**src/rtl/uart_rx.sv**
```systemverilog
// 8N1 UART receiver: double-flop synchroniser, mid-bit start validation and
// centre sampling of data and stop bits, with one-cycle valid / frame_err strobes.
module uart_rx #(
   parameter int CYCLES = 10416
) (
   input  logic       clk,
   input  logic       rst_n,
   input  logic       rx,
   output logic [7:0] data,
   output logic       valid,
   output logic       frame_err,
   output logic       busy
);

   localparam int HALF = CYCLES / 2;
   localparam int CW   = $clog2(CYCLES);

   localparam logic [CW-1:0] CNT_LAST  = CW'(CYCLES - 1);
   localparam logic [CW-1:0] HALF_LAST = CW'(HALF - 1);

   typedef enum logic [2:0] {
      s_idle,
      s_start,
      s_data,
      s_stop,
      s_break
   } state_t;

   state_t          state;
   state_t          state_next;
   logic            rx_m;
   logic            rx_s;
   logic [CW-1:0]   clock_count;
   logic [CW-1:0]   count_next;
   logic [2:0]      bit_index;
   logic [2:0]      index_next;
   logic [7:0]      shift_reg;
   logic [7:0]      shift_next;
   logic [7:0]      data_next;
   logic            valid_next;
   logic            ferr_next;

   // The line idles high, so the synchroniser resets to 1 to avoid a phantom start.
   always_ff @(posedge clk or negedge rst_n) begin
      if (!rst_n) begin
         rx_m <= 1'b1;
         rx_s <= 1'b1;
      end else begin
         rx_m <= rx;
         rx_s <= rx_m;
      end
   end

   always_ff @(posedge clk or negedge rst_n) begin
      if (!rst_n) begin
         state       <= s_idle;
         clock_count <= '0;
         bit_index   <= '0;
         shift_reg   <= '0;
         data        <= '0;
         valid       <= 1'b0;
         frame_err   <= 1'b0;
      end else begin
         state       <= state_next;
         clock_count <= count_next;
         bit_index   <= index_next;
         shift_reg   <= shift_next;
         data        <= data_next;
         valid       <= valid_next;
         frame_err   <= ferr_next;
      end
   end

   always_comb begin
      state_next = state;
      count_next = clock_count;
      index_next = bit_index;
      shift_next = shift_reg;
      data_next  = data;
      valid_next = 1'b0;
      ferr_next  = 1'b0;

      case (state)
         s_idle: begin
            if (!rx_s) begin
               count_next = '0;
               state_next = s_start;
            end
         end

         // A start bit that is high again at its centre was a glitch; drop it silently.
         s_start: begin
            if (clock_count == HALF_LAST) begin
               count_next = '0;
               if (!rx_s) begin
                  index_next = '0;
                  state_next = s_data;
               end else begin
                  state_next = s_idle;
               end
            end else begin
               count_next = clock_count + 1'b1;
            end
         end

         s_data: begin
            if (clock_count == CNT_LAST) begin
               shift_next[bit_index] = rx_s;
               count_next            = '0;
               if (bit_index == 3'd7) begin
                  state_next = s_stop;
               end else begin
                  index_next = bit_index + 3'd1;
               end
            end else begin
               count_next = clock_count + 1'b1;
            end
         end

         s_stop: begin
            if (clock_count == CNT_LAST) begin
               count_next = '0;
               if (rx_s) begin
                  data_next  = shift_reg;
                  valid_next = 1'b1;
                  state_next = s_idle;
               end else begin
                  ferr_next  = 1'b1;
                  state_next = s_break;
               end
            end else begin
               count_next = clock_count + 1'b1;
            end
         end

         // Holding here until the line recovers keeps a break from decoding as 0x00 frames.
         s_break: begin
            if (rx_s) begin
               state_next = s_idle;
            end
         end

         default: begin
            state_next = s_idle;
         end
      endcase
   end

   assign busy = (state != s_idle);

endmodule

```
**config.mk**
```make
export PLATFORM = sky130hd
export DESIGN_NAME = uart_rx
export DESIGN_NICKNAME = d
export VERILOG_FILES = /design/src/rtl/uart_rx.sv
export SDC_FILE = /design/constraint.sdc
export NUM_CORES = 1
export LEC_CHECK = 0
export CORE_MARGIN = 2
export CORE_UTILIZATION = 30
export CTS_BUF_LIST = sky130_fd_sc_hd__clkbuf_4 sky130_fd_sc_hd__clkbuf_8
export CTS_CLUSTER_SIZE = 14
export DETAILED_ROUTE_END_ITERATION = 10
export GPL_ROUTABILITY_DRIVEN = 1
export GPL_TIMING_DRIVEN = 1
export PLACE_DENSITY = 0.58
export RECOVER_POWER = 25
export SYNTH_ARGS = -nofsm -noshare
export SYNTH_HDL_FRONTEND = slang
export SYNTH_SLANG_ARGS = --single-unit
```
**constraint.sdc**
```tcl
create_clock -name clk -period 2.85 [get_ports clk]
set_input_delay 0.57 -clock clk [delete_from_list [all_inputs] [get_ports clk]]
set_output_delay 0.57 -clock clk [all_outputs]
set_load 0.005 [all_outputs]
```
Yosys cells after proc, flatten, opt, wreduce, memory -nomap -nowiden
Cells that the tools add are included.
Word-level totals
  flip-flop bits (word level): 40
  output and inout port bits: 11
  word-level logic and storage cells: 66
Operators by class
  $add $sub $neg: 2
  magnitude comparators: 2
  equal/unequal tests: 15
  mux-type cells: 27
  reduce and logical (&&, ||, !) cells: 11
Operators with widths (number)
  14-bit 2-to-1 mux: 3
  14-bit case mux with 3 select lines: 1
  3-bit 2-to-1 mux: 11
  2-bit inequality test (second input constant): 8
  3-bit case mux with 5 select lines: 1
  14-bit by 1-bit adder with 14-bit output (second input constant): 1
  14-bit by 13-bit == test with 1-bit output (second input constant): 1
  14-bit == test (second input constant): 1
  8-bit bitwise mux: 1
  1-bit 2-to-1 mux: 7
  3-bit by 2-bit == test with 1-bit output (second input constant): 2
  3-bit == test (second input constant): 2
  3-bit case mux with 2 select lines: 1
  6-bit AND reduction: 1
  3-bit nonzero test: 2
  5-bit AND reduction: 1
  3-bit by 4-bit < comparator with 1-bit output (second input constant): 1
  2-bit AND reduction: 2
  3-bit by 1-bit adder with 3-bit output (second input constant): 1
  1-bit demux with 3-bit select: 1
  3-bit by 1-bit == test with 1-bit output (second input constant): 1
  3-bit by 1-bit greater-or-equal comparator with 1-bit output (second input constant): 1
  3-bit logical NOT: 1
  3-bit AND reduction: 1
  4 further kinds: 4

Logic depth before layout (Yosys ltp)
  depth in word-level cells: 5
  depth in mapped cells: 8
  depth with buffers taken out: 6

Worst setup path before layout
OpenSTA, ideal clock, no wires.
  path kind: reg2reg
  from: reg clock_count[11]
  to: reg clock_count[3]
  data arrival time: 1.867 ns
  required time: 2.726 ns
  slack: 0.859 ns
  cell stages (with the launch flop): 7
  path buffers: 1
  period minus slack after synthesis: 1.991 ns
  cells stage by stage: dfrtp_1 or4b_4 nor4_4 o32a_2 buf_6 nor3_1 a211o_1
On the way
  cells in the longest elaborated chain, start to end: 3
RTL lines
  from (decl): RTL line 33  | logic [CW-1:0] clock_count;
  from (signal assigned): RTL line 65  | clock_count <= count_next;
  14-bit == test or 14-bit by 13-bit == test with 1-bit output (tied branches): RTL line 107, 121, 93
  14-bit 2-to-1 mux, on equally long branches: RTL line 107, 121, 93
  14-bit case mux with 3 select lines (*): RTL line 83  | case (state)
Every way passes the cells marked *; elsewhere a longest branch is shown, timed or not.
A chain may end at the register's enable or synchronous reset.

Worst setup path in the final report
  from: reg state[1]
  to: out busy
On the way
  cells in the longest elaborated chain, start to end: 1
RTL lines
  from (decl): RTL line 29  | state_t state;
  from (signal assigned): RTL line 56  | state <= s_idle;
  from (signal assigned): RTL line 64  | state <= state_next;
  3-bit nonzero test: RTL line 149  | assign busy = (state != s_idle);
  to (decl): RTL line 12  | output logic busy
Every way passes these cells.

==> out/qor.csv <==
metric;value;unit
CTS tree;yes;
HPWL reported at the end of detailed placement;2.69;mm
Root Driver;clkbuf_8;
post-synth top area share;0.479;
Synth Area in XOR/XNOR;0.0132;
Synthesized Nets;192;
Reg-to-Reg End;clock_count[12];
H-tree depth;2;
CTS resizes;0;
total track usage;0.117;
clock network power share;0.452;
Num CTS Buffers;5;
share of layout cells above drive strength 1;0.163;
Synth Area in Adders;0.0189;
Reg2Reg Depth;6;
cells taking the most area after synthesis;dfrtp_1 (48%), mux2_2 (7.4%), o21ai_0 (3.5%);
Post-synth EDFFs;0;
I/O pin cnt;14;
standard-cell rows;29;
Hold Crit Class;reg2reg;
Worst setup startpoint;state[1];
max cap viols;1;
async set or reset register ratio after synthesis;1.00;
PortBufs;13;
Vias/cell;5.32;
Critical Path AT;1.71;ns
core area;6390;um^2
Hold Vio Cnt, Final;0;
Setup-failing EPs final;0;
Mapped Cells;186;
worst setup margin;0.566;ns
met1 GRT Util;0.166;
synth warn;0;
pre-CTS setup slack;0.623;ns
Synth Area in Compound Gates;0.129;
NetSw;0.000234;W
max-slew violations;41;
setup bufs post-CTS;0;
post-synthesis sequential element count;40;
P_int;0.000835;W
initial DRC count;89;
area leader, netlist;dfrtp_1;
Slew @ Worst Pin;2.15;ns
initial antenna violation count;0;
# DRC;0;
Crit Path Category;reg2out;
register area share after synthesis;0.505;
post-layout min period;2.28;ns
peak supply drop;0.224;mV
Synth Area in Simple Gates;0.231;
clk sinks;40;
Sw Ratio;0.219;
register share of total power;0.535;
Synth cell types;47;
element type at the critical path end;output pin;
first-pass GRT wire length;6.78;mm
Vias;1484;
predominant post-synthesis flop cell;dfrtp_1;
Detailed Route WL;3.99;mm
leakage;1.06;nW
failing checks;capacitance limit, slew limit;
Initial Utilization;0.311;
startpoint types;flip-flop;
r2r setup slk;0.57;ns
synthesized area;1990;um^2
met3 global-route usage;0.0292;
M2 GR Usage;0.174;
number of buffers on the longest clock path;2;
Final TNS setup;0;ns
nets;207;
relative slew slack;-0.431;
Final Power;0.00107;W
worst hold path depth;0;
crit path to;busy;
Routed WL per cell;14.3;um
Pre-antenna DRT Iters;4;
Logic pwr share;0.013;
GPL Wtd Cong;0.780;
Die X;85.4;um
remaining global-route overflow;0;
reg2reg start;clock_count[0];
CTS clk-pin slew, worst paths;0.08;ns
overall die height;85.4;um
fmax;438;MHz
max FFs per register;14;
clk_skew;0.00563;ns
syn_area_per_cell;10.7;um^2
Die ar.;7290;um^2
diode count;0;
synth-to-layout area growth;15.5;%
global route hottest layer;met2;
Worst Path Required;2.28;ns
vias in the first global route;1336;
largest net degree at the start of global routing;41;
main combinational cell family by area after synthesis;simple AND/OR/NAND/NOR gates;
Worst-Skew Late Latency;0.30;ns
hold buffers post-CTS;0;
status;finished, violations left;
Crit Path Max Fanout;15;
PD cells;466;nW/um^2
antenna-violating nets left;0;
Tcrit/Tclk final;0.801;
mux contribution to synthesized area;0.0793;
RSZ-0062 raised after global routing;false;
-- worst min-delay path by stage --
stage | start | end | slack [ns]
after global routing | rx_m | rx_s | 0.36
after CTS | rx_m | rx_s | 0.36
after floorplan | rst_n | bit_index[0] | 0.27
after detailed placement | rx_m | rx_s | 0.35
final | rx_m | rx_s | 0.36
after global placement | rx_m | rx_s | 0.35
-- synth_stat cells, drive strengths merged (4+ instances only) --
cell type  instances
mux2              14
dfrtp             38
nand3             12
and3               5
a31oi              4
nor3               7
o21ai             14
a21oi              6
or2                4
nand2             15
nor2              10
-- placed cells by master, fill, tap and decap left out, types with 4 or more instances in the layout --
cell | Yosys | final
dfrtp_1 | 38 | 38
nand2_1 | 15 | 15
o21ai_0 | 14 | 14
mux2_2 | 13 | 13
nand3_1 | 12 | 12
clkdlybuf4s50_1 | 0 | 11
nor2_1 | 10 | 10
nor3_1 | 7 | 7
a21oi_1 | 6 | 6
clkbuf_8 | 0 | 5
and3_1 | 4 | 4
or2_2 | 4 | 4
a31oi_1 | 4 | 4
-- stage by stage --
step | utilization | instance area, um^2 | instances | hold WS (ns)
4_1_cts | 0.360 | 2300 | 279 | 0.359
3_3_place_gp | 0.341 | 2180 | 271 | 0.346
6_report | 0.359 | 2290 | 279 | 0.358
2_1_floorplan | - | 1990 | 186 | 0.274
3_5_place_dp | 0.341 | 2180 | 271 | 0.347
5_1_grt | 0.359 | 2290 | 279 | 0.363
-- worst max-delay path, stage by stage (launching register included) --
cell	delay, ns
dfrtp_1	0.53
or3_1	0.43
clkdlybuf4s50_1	0.46
-- per-layer routing --
| metal | wire (um) | part of all wire |
|---|---|---|
| met1 | 2040 | 0.51 |
| met2 | 1800 | 0.45 |
| met3 | 102 | 0.026 |
| met4 | 51 | 0.013 |
| met5 | 0 | 0 |
-- layout make-up --
class / instances / area [um^2]
sequential: 40 / 1000
clock buffer: 5 / 68.8
clock inverter: 3 / 46.3
timing repair buffer: 14 / 131
multi-input combinational: 137 / 937
tap: 77 / 96.3
fill: 640 / 4090
inverter: 3 / 11.3
-- power groups by stage --
stage | registers, W | clock network, W | logic, W
after global placement | 0.000584 | 0 | 0.0000158
after CTS | 0.000573 | 0.000495 | 0.0000158
final | 0.000573 | 0.000483 | 0.0000139
after global routing | 0.000573 | 0.000522 | 0.0000169
after floorplan | 0.000582 | 0 | 0.00000307
after detailed placement | 0.000584 | 0 | 0.0000158
-- kinds of logic after synthesis --
family                     count (synthesis)
muxes                                     14
xor gates and xnor gates                   3
and+or+nand+nor                           78
adders and majority gates                  3
buffers and inverters                      9
AOI/OAI and AO/OA                         39
DFF                                       40
No activity file was read; power rests on OpenSTA's default activity.
